==> config.mk <==
export PLATFORM = sky130hd
export DESIGN_NAME = add_seq_flat
export DESIGN_NICKNAME = d
export VERILOG_FILES = /design/src/rtl/add_seq_pkg.sv /design/src/rtl/add_seq_if.sv /design/src/rtl/add_seq_add16.sv /design/src/rtl/add_seq.sv /design/src/flat_wrapper.sv
export SDC_FILE = /design/constraint.sdc
export NUM_CORES = 1
export LEC_CHECK = 0
export BUFFER_PORTS_ARGS = -buffer_cell sky130_fd_sc_hd__buf_2
export CAP_MARGIN = 20
export CORE_UTILIZATION = 45
export CTS_CLUSTER_SIZE = 8
export DETAILED_ROUTE_END_ITERATION = 8
export PLACE_DENSITY_LB_ADDON = 0.05
export SLEW_MARGIN = 15
export SYNTH_ARGS = -nofsm -noshare
export SYNTH_HDL_FRONTEND = slang
export SYNTH_HIERARCHICAL = 1
export SYNTH_SLANG_ARGS = --single-unit
==> constraint.sdc <==
create_clock -name clk -period 3.53 [get_ports clk]
set_clock_uncertainty 0.05 [all_clocks]
set_input_delay 0 -clock clk [delete_from_list [all_inputs] [get_ports clk]]
set_output_delay 0 -clock clk [all_outputs]
set_load 0.005 [all_outputs]
==> src/rtl/add_seq_pkg.sv <==
// Shared definitions for the multi-precision add sequencer.
// Holds the FSM state encoding, the slice width and the idx-width helper.
package add_seq_pkg;

  localparam int SLICE_W = 16;

  typedef enum logic [1:0] {
    IDLE = 2'd0,
    RUN  = 2'd1,
    DONE = 2'd2
  } state_t;

  // idx needs at least one bit even when there is only a single slice
  function automatic int idx_w(input int words);
    return (words > 1) ? $clog2(words) : 1;
  endfunction

endpackage

==> src/rtl/add_seq_if.sv <==
// Request/response stream bundle between a requester and add_seq.
// The master side is the requester; add_seq connects to the slave side.
interface add_seq_if import add_seq_pkg::*; #(
  parameter int WORDS = 4
) ();

  logic                       in_valid;
  logic                       in_ready;
  logic [SLICE_W*WORDS-1:0]   a;
  logic [SLICE_W*WORDS-1:0]   b;
  logic                       cin;
  logic                       out_valid;
  logic                       out_ready;
  logic [SLICE_W*WORDS-1:0]   sum;
  logic                       cout;
  logic                       busy;

  modport master (
    output in_valid, a, b, cin, out_ready,
    input  in_ready, out_valid, sum, cout, busy
  );

  modport slave (
    input  in_valid, a, b, cin, out_ready,
    output in_ready, out_valid, sum, cout, busy
  );

endinterface

==> src/rtl/add_seq_add16.sv <==
// Shared 16-bit adder datapath reused by add_seq for every slice.
// Purely combinational; carry-in and carry-out ripple through the sequencer.
module add16 (
  input  logic [15:0] a,
  input  logic [15:0] b,
  input  logic        cin,
  output logic [15:0] sum,
  output logic        cout
);

  assign {cout, sum} = {1'b0, a} + {1'b0, b} + {16'd0, cin};

endmodule

==> src/rtl/add_seq.sv <==
// Multi-precision add sequencer: one add16 walked over WORDS slices, LS first,
// with the carry held in a register between slices.
//
// state | meaning
// IDLE  | ready for a request; sum/cout keep the last result
// RUN   | adding slice idx, one slice per cycle
// DONE  | result valid, held until out_ready
module add_seq import add_seq_pkg::*; #(
  parameter int WORDS = 4
) (
  input  logic        clk,
  input  logic        rst_n,
  add_seq_if.slave    bus
);

  localparam int IW = idx_w(WORDS);
  localparam int DW = SLICE_W * WORDS;

  state_t               state_q, state_d;
  logic [DW-1:0]        a_q, b_q, sum_q;
  logic                 carry_q, cout_q;
  logic [IW-1:0]        idx_q;
  logic [SLICE_W-1:0]   a_sl, b_sl, s_sl;
  logic                 c_sl;
  logic                 last;

  assign last = (idx_q == IW'(WORDS - 1));

  always_comb begin
    a_sl = '0;
    b_sl = '0;
    for (int i = 0; i < WORDS; i++) begin
      if (idx_q == IW'(i)) begin
        a_sl = a_q[i*SLICE_W +: SLICE_W];
        b_sl = b_q[i*SLICE_W +: SLICE_W];
      end
    end
  end

  add16 u_add16 (
    .a    (a_sl),
    .b    (b_sl),
    .cin  (carry_q),
    .sum  (s_sl),
    .cout (c_sl)
  );

  always_ff @(posedge clk or negedge rst_n) begin
    if (!rst_n) state_q <= IDLE;
    else        state_q <= state_d;
  end

  always_comb begin
    state_d = state_q;
    case (state_q)
      IDLE:    if (bus.in_valid)  state_d = RUN;
      RUN:     if (last)          state_d = DONE;
      DONE:    if (bus.out_ready) state_d = IDLE;
      default:                    state_d = IDLE;
    endcase
  end

  always_ff @(posedge clk or negedge rst_n) begin
    if (!rst_n) begin
      a_q     <= '0;
      b_q     <= '0;
      sum_q   <= '0;
      carry_q <= 1'b0;
      cout_q  <= 1'b0;
      idx_q   <= '0;
    end else begin
      case (state_q)
        IDLE: begin
          if (bus.in_valid) begin
            a_q     <= bus.a;
            b_q     <= bus.b;
            carry_q <= bus.cin;
            idx_q   <= '0;
          end
        end
        RUN: begin
          for (int i = 0; i < WORDS; i++) begin
            if (idx_q == IW'(i)) sum_q[i*SLICE_W +: SLICE_W] <= s_sl;
          end
          carry_q <= c_sl;
          // idx parks on the last slice so a single-slice build never wraps
          if (last) cout_q <= c_sl;
          else      idx_q  <= idx_q + IW'(1);
        end
        default: ;
      endcase
    end
  end

  assign bus.in_ready  = (state_q == IDLE);
  assign bus.out_valid = (state_q == DONE);
  assign bus.busy      = (state_q == RUN) || (state_q == DONE);
  assign bus.sum       = sum_q;
  assign bus.cout      = cout_q;

endmodule

==> src/flat_wrapper.sv <==
// flat-port wrapper written by rule: the top's interface ports become plain ports
module add_seq_flat import add_seq_pkg::*;
#(
  parameter int WORDS = 4
)
  (clk, rst_n, bus_in_valid, bus_a, bus_b, bus_cin, bus_out_ready, bus_in_ready, bus_out_valid, bus_sum, bus_cout, bus_busy);
  add_seq_if #(.WORDS(WORDS)) bus_i ();
  input  logic clk;
  input  logic rst_n;
  input wire logic [$bits(bus_i.in_valid)-1:0] bus_in_valid;
  input wire logic [$bits(bus_i.a)-1:0] bus_a;
  input wire logic [$bits(bus_i.b)-1:0] bus_b;
  input wire logic [$bits(bus_i.cin)-1:0] bus_cin;
  input wire logic [$bits(bus_i.out_ready)-1:0] bus_out_ready;
  output wire logic [$bits(bus_i.in_ready)-1:0] bus_in_ready;
  output wire logic [$bits(bus_i.out_valid)-1:0] bus_out_valid;
  output wire logic [$bits(bus_i.sum)-1:0] bus_sum;
  output wire logic [$bits(bus_i.cout)-1:0] bus_cout;
  output wire logic [$bits(bus_i.busy)-1:0] bus_busy;
  assign bus_i.in_valid = bus_in_valid;
  assign bus_i.a = bus_a;
  assign bus_i.b = bus_b;
  assign bus_i.cin = bus_cin;
  assign bus_i.out_ready = bus_out_ready;
  assign bus_in_ready = bus_i.in_ready;
  assign bus_out_valid = bus_i.out_valid;
  assign bus_sum = bus_i.sum;
  assign bus_cout = bus_i.cout;
  assign bus_busy = bus_i.busy;
  add_seq #(.WORDS(WORDS)) u_core (.clk(clk), .rst_n(rst_n), .bus(bus_i));
endmodule
==> results of run 1 <==
-- worst register-to-register path: stages, from the launching register on --
cell and delay (ns):
dfrtp_1 0.43, inv_2 0.09, ha_4 0.19, a21oi_2 0.11, o21ai_1 0.07, a22o_1 0.22
fa_2 0.42, fa_2 0.39, a21oi_2 0.18, o21ai_2 0.10, a21oi_2 0.17, o221ai_2 0.12
a221o_1 0.32, a21o_1 0.19, mux2_4 0.28, o22ai_4 0.11, a21oi_2 0.04
-- cell families (layout without fill, tap and decap cells) --
family | Yosys count | in the layout
DFF | 198 | 198
muxes | 195 | 195
AOI/OAI and AO/OA | 170 | 170
buffers and inverters | 83 | 450
and+or+nand+nor | 64 | 64
xor gates and xnor gates | 14 | 14
adders and majority gates | 25 | 25
-- path summary, 6_finish.rpt --
check,startpoint,endpoint,slack (ns)
worst max-delay path,u_core/idx_q[1],u_core/carry_q,-0.03
worst min-delay path,rst_n,u_core/bus.sum[34],0.05
worst max register to register,u_core/idx_q[1],u_core/carry_q,-0.03
worst min register to register,u_core/bus.sum[3],u_core/bus.sum[3],0.45
max in group asynchronous,rst_n,u_core/bus.sum[10],2.21
min in group clk,bus_in_valid,u_core/carry_q,0.09
-- state kept, by name, indices dropped and copies added (netlist names) --
name	count
u_core/state_q	2
u_core/b_q	64
u_core/bus.cout	1
u_core/carry_q	1
u_core/idx_q	2
u_core/a_q	64
u_core/bus.sum	64
-- per-stage QoR --
step	TNS [ns]	util, %	worst slack (ns)
2_1_floorplan	-0.106	-	-0.106
3_3_place_gp	0	52.0	0.0236
3_5_place_dp	-0.250	52.0	-0.154
4_1_cts	-0.130	61.1	-0.0631
5_1_grt	-0.561	61.7	-0.191
6_report	-0.0281	61.7	-0.0281
-- per-layer routing --
metal  vias up  wire [um]  global-route usage (%)
li1       3378          -                       -
met1      3533      12100                    33.4
met2       187      12200                    37.8
met3        24       1200                    4.31
met4         0        328                    6.30
met5         -          0                       0
-- placed cells by master, fill, tap and decap left out, types with 2 or more instances in the layout --
master,Yosys,layout
clkinvlp_4,0,4
nor2_1,4,4
xor2_1,5,4
or2_2,2,2
clkbuf_8,0,2
nand2b_1,3,3
o21ai_0,34,27
nor2b_1,6,6
nand3_1,3,3
buf_4,2,44
dfrtp_1,198,197
a21oi_2,3,8
fa_2,0,2
inv_6,0,4
ha_1,23,18
a21o_1,4,4
a221oi_1,3,3
xnor2_1,9,6
buf_12,11,2
a22o_1,32,32
inv_2,0,2
bufinv_16,0,3
nand2_1,38,38
xnor2_2,0,3
clkbuf_16,0,17
o31ai_1,4,3
o21a_1,2,2
o21bai_1,3,3
inv_1,40,38
nand2_4,3,3
dlygate4sd3_1,0,132
buf_2,16,199
o21ai_1,3,10
o21ai_2,2,2
a21oi_1,68,63
ha_4,0,4
mux2_4,120,122
mux2_2,75,73
-- power breakdown --
group          total [W]  leakage (nW)  internal, W  switching [W]
combinational    0.00848          4.08      0.00438        0.00410
sequential       0.00412          2.37      0.00343       0.000698
clock            0.00204         0.284      0.00114       0.000894
total             0.0146          6.73      0.00895        0.00569
-- cell type report --
type	count	area, sq um	area share [%]
timing repair buffer	380	2730	20.3
clock inverter	12	166	1.24
inverter	40	150	1.12
sequential	198	4960	36.8
clock buffer	18	439	3.26
multi-input combinational	468	4670	34.7
tap	280	350	2.60
-- what timing repair did --
item / CTS / global route
endpoints found under the hold margin: 196 / 0
setup buffers: 2 / 5
pin swaps: 8 / 10
gates cloned: 0 / 0
hold buffers: 132 / 0
resized for setup: 9 / 21
endpoints found under the setup margin: 6 / 34
==> results.tsv, run 1 <==
metric	value	unit
maxCapViolCount	0	
die_w	151	um
cts_made_buffers	17	
pin_count	201	
synthTopCellsByArea	dfrtp_1 (49%), mux2_4 (18%), mux2_2 (8.4%)	
synth_async_sr_flop_share	100	%
fin_nets	1263	
route.detailed.drc	0	
ys_warn_count	6	
cpPeakStageDelay	0.43	ns
ys_ff_latch	198	
finalHoldViolCount	0	
critPathLaunchType	register	
wire_per_inst	18.5	um
grt_setup_unrepaired	true	
clock-root-buffer	clkbuf_16	
synth_flop_cell	dfrtp_1	
grt_pass1_wl	40800	um
clkTransAtPathRegs	0.07	ns
clock_latency	0.43	ns
synth_top_family_by_area	multiplexers	
fp.dieH	151	um
synth_edf_count	0	
path_depth	16	
dp.cells	1228	
synthMuxAreaShare	26.4	%
synth_cells	749	
io_buffers	200	
ant_nets	0	
start_util	45.9	%
critPathBufInv	1	
dpl_cell_area	0.0113	sq mm
rows	54	
status	finished, violations left	
power	0.0146	W
setup_viol	1	
cts_tree	built	
crit_required	3.80	ns
drtPass1Iterations	4	
grt_max_degree	69	
routed_wirelength	25800	um
clock_path_buffers	2	
synth_compound_area_share	11.0	%
die-area	0.0229	sq mm
yosys.cell_count.top_type	dfrtp_1	
drt_iter0_drc	364	
slew_headroom	49.4	%
avgSynthCellArea	13.4	sq um
slew_viol_final	0	
violations	setup timing	
worst_slack	-0.0281	ns
drive_above_1_share	45.9	%
synth_top_area_cell	dfrtp_1	
cp.arrival	3.83	ns
clkSinkCount	198	
crit_top_cell	a21oi_2	
syn2layout_area_growth	34.3	%
antenna_found_initial	0	
whs	0.0459	ns
cp_top_family	compound AO/OA/AOI/OAI gates	
diodes	0	
critPathSlowestCell	dfrtp_1	
grt-ovfl-total	0	
vias	7122	
final_area	0.0135	sq mm
core_area	0.0218	sq mm
hold_class	in2async	
grt_use_total	23.8	%
grt_pass1_vias	7420	
worstSetupEndpointType	register	
synth-simple-area-share	3.10	%
critPathMaxFanout	7	
cts.htree.levels	4	
worstRegToRegCells	16	
ys_types	47	
yosysTopAreaCellShare	49.4	%
critical_path_class	reg2reg	
fmax	281	MHz
synthAdderAreaFrac	3.27	%
hpwl	18200	um
period_share	101	%
min_period	3.56	ns
via_per_inst	5.10	
synthXorXnorAreaFrac	1.22	%
ys_top_cells_by_count	dfrtp_1 (198), mux2_4 (120), mux2_2 (75), a21oi_1 (68), inv_1 (40)	
worstPathCellList	inv_2, ha_4, a21oi_2, o21ai_1, a22o_1, fa_2, fa_2, a21oi_2, o21ai_2, a21oi_2, o221ai_2, a221o_1, a21o_1, mux2_4, o22ai_4, a21oi_2	
peakVddDrop	0.516	mV
instances_no_fill	1396	
tightest_slew	0.759	ns
syn_area	0.0100	sq mm
p_leak	6.73	nW
syn-num-nets	907	
synth.yosys.seq_area_share	49.4	%
num-fill-cells	1725	
power.density	1090	mW/mm^2
place_congestion	0.827	
Note: power is estimated with default switching activity, not from simulation.
==> inputs of run 2 (changes only) <==
--- a/config.mk
+++ b/config.mk
@@ -7,10 +7,11 @@
 export LEC_CHECK = 0
 export BUFFER_PORTS_ARGS = -buffer_cell sky130_fd_sc_hd__buf_2
 export CAP_MARGIN = 20
-export CORE_UTILIZATION = 45
+export CORE_UTILIZATION = 50
 export CTS_CLUSTER_SIZE = 8
 export DETAILED_ROUTE_END_ITERATION = 8
 export PLACE_DENSITY_LB_ADDON = 0.05
+export REMOVE_ABC_BUFFERS = 1
 export SLEW_MARGIN = 15
 export SYNTH_ARGS = -nofsm -noshare
 export SYNTH_HDL_FRONTEND = slang
==> results.tsv, run 2 (synthesis results as in run 1) <==
metric	value	unit	change
violations	setup timing		
crit_required	3.79	ns	about the same
critPathLaunchType	register		
core_area	0.0195	sq mm	-11%
status	finished, violations left		
drive_above_1_share	46.2	%	+0.29 points
final_area	0.0134	sq mm	-0.46%
fin_nets	1254		-0.71%
hpwl	16900	um	-7.1%
holdPathStages	4		
cts_made_buffers	17		unchanged
setup_viol	9		+8
start_util	51.3	%	+5.4 points
p_leak	6.70	nW	-0.58%
grt_pass1_wl	39600	um	-2.9%
num-fill-cells	1419		-18%
min_period	3.62	ns	+0.0581 ns
worstSetupEndpointType	register		
wire_per_inst	18.3	um	-1.3%
cts.htree.levels	4		unchanged
syn2layout_area_growth	33.7	%	
grt_max_degree	114		+65%
fmax	277	MHz	-1.6%
slew_headroom	38.3	%	-11 points
worstRegToRegCells	16		unchanged
antenna_found_initial	1		+1
maxCapViolCount	0		unchanged
grt_use_total	25.3	%	+1.5 points
clkSinkCount	198		unchanged
place_congestion	0.795		-3.9%
slew_viol_final	0		unchanged
drt_iter0_drc	483		+33%
grt_pass1_vias	7454		+0.46%
power.density	1080	mW/mm^2	-0.65%
critical_path_class	reg2reg		
power	0.0145	W	-1.1%
final_cell_mix	buf_2 (199), dfrtp_1 (196), dlygate4sd3_1 (131)		
period_share	102	%	+1.6 points
peakVddDrop	0.499	mV	-3.2%
grt_setup_unrepaired	true		
cts_tree	built		
clock_latency	0.43	ns	about the same
clkTransAtPathRegs	0.07	ns	about the same
hp-start	bus_out_ready		
cp.arrival	3.88	ns	+0.05 ns
tightest_slew	0.926	ns	+0.167 ns
routed_wirelength	25100	um	-2.7%
clock_path_buffers	2		unchanged
vias	7141		+0.27%
fp.dieH	144	um	-5.1%
pin_count	201		unchanged
io_buffers	200		unchanged
drtPass1Iterations	5		+1
final_common_cell	buf_2		
dpl_cell_area	0.0112	sq mm	-0.91%
route.detailed.drc	0		unchanged
die-area	0.0206	sq mm	-9.9%
ant_nets	0		unchanged
die_w	144	um	-5.1%
worst_slack	-0.0862	ns	-0.0581 ns
hold_class	in2reg		
clock-root-buffer	clkbuf_16		
critPathMaxFanout	5		-2
finalHoldViolCount	0		unchanged
rr_startpoint	u_core/idx_q[1]		
via_per_inst	5.19		+1.8%
rows	51		-5.6%
crit_start	u_core/idx_q[1]		
grt-ovfl-total	0		unchanged
run 2: changes by cell type in the layout (fill, tap and decap cells not counted), moves of 3 or more:
cell	delta
bufinv_16	-3
clkinv_4	+3
o21ai_1	-4
buf_4	-12
run 2: through the flow:
step | setup WS [ns] | setup TNS, ns | util (%) | hold slack (ns) | cells
after floorplan | -1.09 | -39.16 | - | -0.346 | 706
after global placement | -0.186 | -1.19 | 57.6 | 0.130 | 1203
after detailed placement | -0.260 | -2.68 | 57.6 | 0.147 | 1203
after CTS | -0.0598 | -0.278 | 67.7 | 0.00107 | 1371
after global routing | -0.229 | -2.75 | 68.6 | 0.0172 | 1375
final | -0.0862 | -0.153 | 68.6 | 0.0188 | 1375
run 2: worst max-delay path, stage by stage, from the launching register on:
cell and delay, ns:
dfrtp_2 0.43, inv_4 0.06, ha_4 0.18, a21oi_2 0.14, o21ai_2 0.06, a22o_1 0.22
fa_2 0.42, fa_2 0.37, a21oi_2 0.19, o21ai_2 0.10, a21oi_2 0.22, o221ai_4 0.12
a221o_1 0.32, a21o_1 0.20, mux2_4 0.27, o22ai_4 0.10, a21oi_2 0.04
run 2: routing by layer:
metal | wire [um] | share of wire [%] | up-vias | global-route usage (%)
met5 | 0 | 0 | - | 0
li1 | - | - | 3356 | -
met1 | 11700 | 46 | 3567 | 34.3
met3 | 881 | 3.5 | 23 | 4.53
met2 | 12200 | 49 | 195 | 41.7
met4 | 338 | 1.3 | 0 | 6.66
run 2: cell type report:
class	count	area (sq um)	share of cell area [%]
diodes	1	2.50	0.0187
clock buffers	19	443	3.31
clock inverters	13	114	0.850
inverters	40	155	1.16
multi-input cells	468	4700	35.1
flip-flops and latches	198	4960	37.0
well taps	265	332	2.47
repair buffers	371	2690	20.1
run 2: power by group:
group / total, W / internal (W) / switching [W]
sequential: 0.00415 / 0.00343 / 0.000723
clock: 0.00186 / 0.000945 / 0.000913
combinational: 0.00847 / 0.00439 / 0.00408
run 2: worst paths after layout:
| kind | end | slack [ns] |
|---|---|---|
| min in group asynchronous | u_core/a_q[21] | 0.21 |
| worst max register to register | u_core/carry_q | -0.09 |
| worst max-delay path | u_core/carry_q | -0.09 |
| worst min-delay path | u_core/state_q[1] | 0.02 |
| worst min register to register | u_core/bus.sum[15] | 0.45 |
| max in group asynchronous | u_core/bus.sum[5] | 2.22 |
run 2: repair_timing:
action,4_1_cts,5_1_grt
hold endpoints to repair,240,0
gates resized for setup,18,35
setup endpoints to repair,26,38
setup buffers,5,4
hold buffers,131,0
pin swaps,13,16
==> inputs of run 3 (changes only) <==
--- a/config.mk
+++ b/config.mk
@@ -7,7 +7,7 @@
 export LEC_CHECK = 0
 export BUFFER_PORTS_ARGS = -buffer_cell sky130_fd_sc_hd__buf_2
 export CAP_MARGIN = 20
-export CORE_UTILIZATION = 50
+export CORE_UTILIZATION = 34
 export CTS_CLUSTER_SIZE = 8
 export DETAILED_ROUTE_END_ITERATION = 8
 export PLACE_DENSITY_LB_ADDON = 0.05
==> results.tsv, run 3 (synthesis results as in run 1) <==
metric	value	unit	change
status	finished, violations left		
violations	setup timing		
diodes	0		-1
min_period	3.61	ns	-0.00795 ns
cp_top_family	compound AO/OA/AOI/OAI gates		
dpl_cell_area	0.0114	sq mm	+1.7%
worstPathCellList	buf_6, ha_4, a21oi_2, o21ai_1, a22o_1, fa_2, fa_2, a21oi_4, o21ai_2, a21oi_2, o221ai_4, a221o_1, a21o_1, mux2_4, o22ai_2, a21oi_1		
grt-ovfl-total	0		unchanged
fin_nets	1258		+0.32%
wire_per_inst	18.0	um	-1.2%
p_leak	6.74	nW	+0.61%
fin_tns_setup	-0.0782	ns	+0.0745 ns
maxCapViolCount	0		unchanged
hpwl	18900	um	+12%
fp.dieH	174	um	+21%
grt_pass1_wl	43100	um	+9.0%
clock-root-buffer	clkbuf_16		
num-fill-cells	2665		+88%
cts.htree.levels	4		unchanged
clock_power_share	12.8	%	about the same
routed_wirelength	27000	um	+7.5%
io_buffers	200		unchanged
utilization	47.2	%	-21 points
grt_setup_unrepaired	true		
cts_tree	built		
p_int	0.00900	W	+2.7%
start_util	34.7	%	-17 points
cts_made_buffers	17		unchanged
worst_slack	-0.0782	ns	+0.00795 ns
final_common_cell	buf_2		
final_area	0.0136	sq mm	+1.6%
grt_use_total	18.4	%	-6.9 points
critPathLaunchType	register		
finalHoldViolCount	0		unchanged
power.density	1100	mW/mm^2	+1.4%
antenna_found_initial	0		-1
core_area	0.0289	sq mm	+48%
critPathMaxFanout	6		+1
crit_required	3.79	ns	about the same
critPathSlowestCell	dfrtp_1		
critPathBufInv	1		unchanged
peakVddDrop	0.476	mV	-4.6%
power_frac_seq	27.7	%	-1.0 points
grt_max_degree	97		-15%
via_per_inst	4.75		-8.6%
cp.arrival	3.87	ns	about the same
place_congestion	0.759		-4.5%
power	0.0149	W	+3.1%
drt_iter0_drc	250		-48%
final_cell_mix	buf_2 (199), dfrtp_1 (197), dlygate4sd3_1 (131)		
drive_above_1_share	46.4	%	+0.19 points
critical_path_class	reg2reg		
pin_count	201		unchanged
worstSetupEndpointType	register		
setup_viol	1		-8
syn2layout_area_growth	35.9	%	
clock_latency	0.43	ns	about the same
clock_path_buffers	2		unchanged
drtPass1Iterations	6		+1
ant_nets	0		unchanged
rows	62		+22%
clkSinkCount	198		unchanged
tightest_slew	0.781	ns	-0.144 ns
slew_headroom	47.9	%	+9.6 points
period_share	102	%	-0.23 points
slew_viol_final	0		unchanged
fmax	277	MHz	+0.22%
die_w	174	um	+21%
die-area	0.0302	sq mm	+46%
switching_share	39.7	%	+0.21 points
grt_pass1_vias	7586		+1.8%
comb_power_share	59.5	%	+1.0 points
net-switching-power	0.00592	W	+3.6%
cpPeakStageDelay	0.43	ns	about the same
vias	7107		-0.48%
route.detailed.drc	0		unchanged
clkTransAtPathRegs	0.08	ns	about the same
hold_class	in2reg		
-- run 3: worst reg2reg max path, stage by stage, from the launching register on --
cell and delay, ns:
dfrtp_1 0.43, buf_6 0.14, ha_4 0.17, a21oi_2 0.12
o21ai_1 0.09, a22o_1 0.21, fa_2 0.39, fa_2 0.39
a21oi_4 0.16, o21ai_2 0.08, a21oi_2 0.21, o221ai_4 0.13
a221o_1 0.35, a21o_1 0.18, mux2_4 0.26, o22ai_2 0.09
a21oi_1 0.06
-- run 3: power groups by stage --
stage	logic (W)	registers, W	clock network [W]
after CTS	0.00841	0.00414	0.00199
after detailed placement	0.00792	0.00416	0
after global routing	0.00965	0.00428	0.00207
after floorplan	0.00547	0.00395	0
final	0.00888	0.00413	0.00191
after global placement	0.00772	0.00413	0
-- run 3: routing by layer --
metal  global-route usage (%)  vias up  wire length, um  share of wire [%]
li1                         -     3363                -                  -
met1                     25.2     3567            12900                 48
met2                     29.9      155            12800                 47
met3                     3.20       22              942                3.5
met4                     4.82        0              378                1.4
met5                        0        -                0                  0
-- run 3: through the flow --
step | hold WS [ns] | cells | setup slack, ns
after global placement | 0.0836 | 1326 | -0.216
after CTS | 0.00475 | 1496 | -0.102
after floorplan | -0.346 | 706 | -1.09
after detailed placement | 0.0930 | 1326 | -0.290
after global routing | 0.0375 | 1497 | -0.219
final | 0.0273 | 1497 | -0.0782
-- run 3: path summary, 6_finish.rpt --
path / from / end / slack (ns) / cells past startpoint
max in group asynchronous: rst_n / u_core/bus.sum[45] / 2.16 / 3
hold reg to reg: u_core/bus.sum[11] / u_core/bus.sum[11] / 0.45 / 1
setup / recovery: u_core/idx_q[1] / u_core/carry_q / -0.08 / 16
setup reg to reg: u_core/idx_q[1] / u_core/carry_q / -0.08 / 16
min in group asynchronous: rst_n / u_core/a_q[1] / 0.18 / 2
hold / removal: bus_out_ready / u_core/state_q[0] / 0.03 / 4
-- run 3: area by class of cell --
cell class                      count  area (sq um)  area share (%)
Clock buffer                       20           457            3.35
Clock inverter                     12           110           0.808
Inverter                           40           150            1.10
Multi-Input combinational cell    468          4760            35.0
Sequential cell                   198          4960            36.4
Tap cell                          384           480            3.53
Timing Repair Buffer              375          2700            19.9
-- run 3: what timing repair did --
| item | 4_1_cts | 5_1_grt |
|---|---|---|
| hold buffers | 131 | 0 |
| buffers inserted | 8 | 2 |
| hold endpoints to repair | 222 | 0 |
| resized for setup | 22 | 23 |
| setup endpoints to repair | 22 | 34 |
| pin swaps | 17 | 13 |
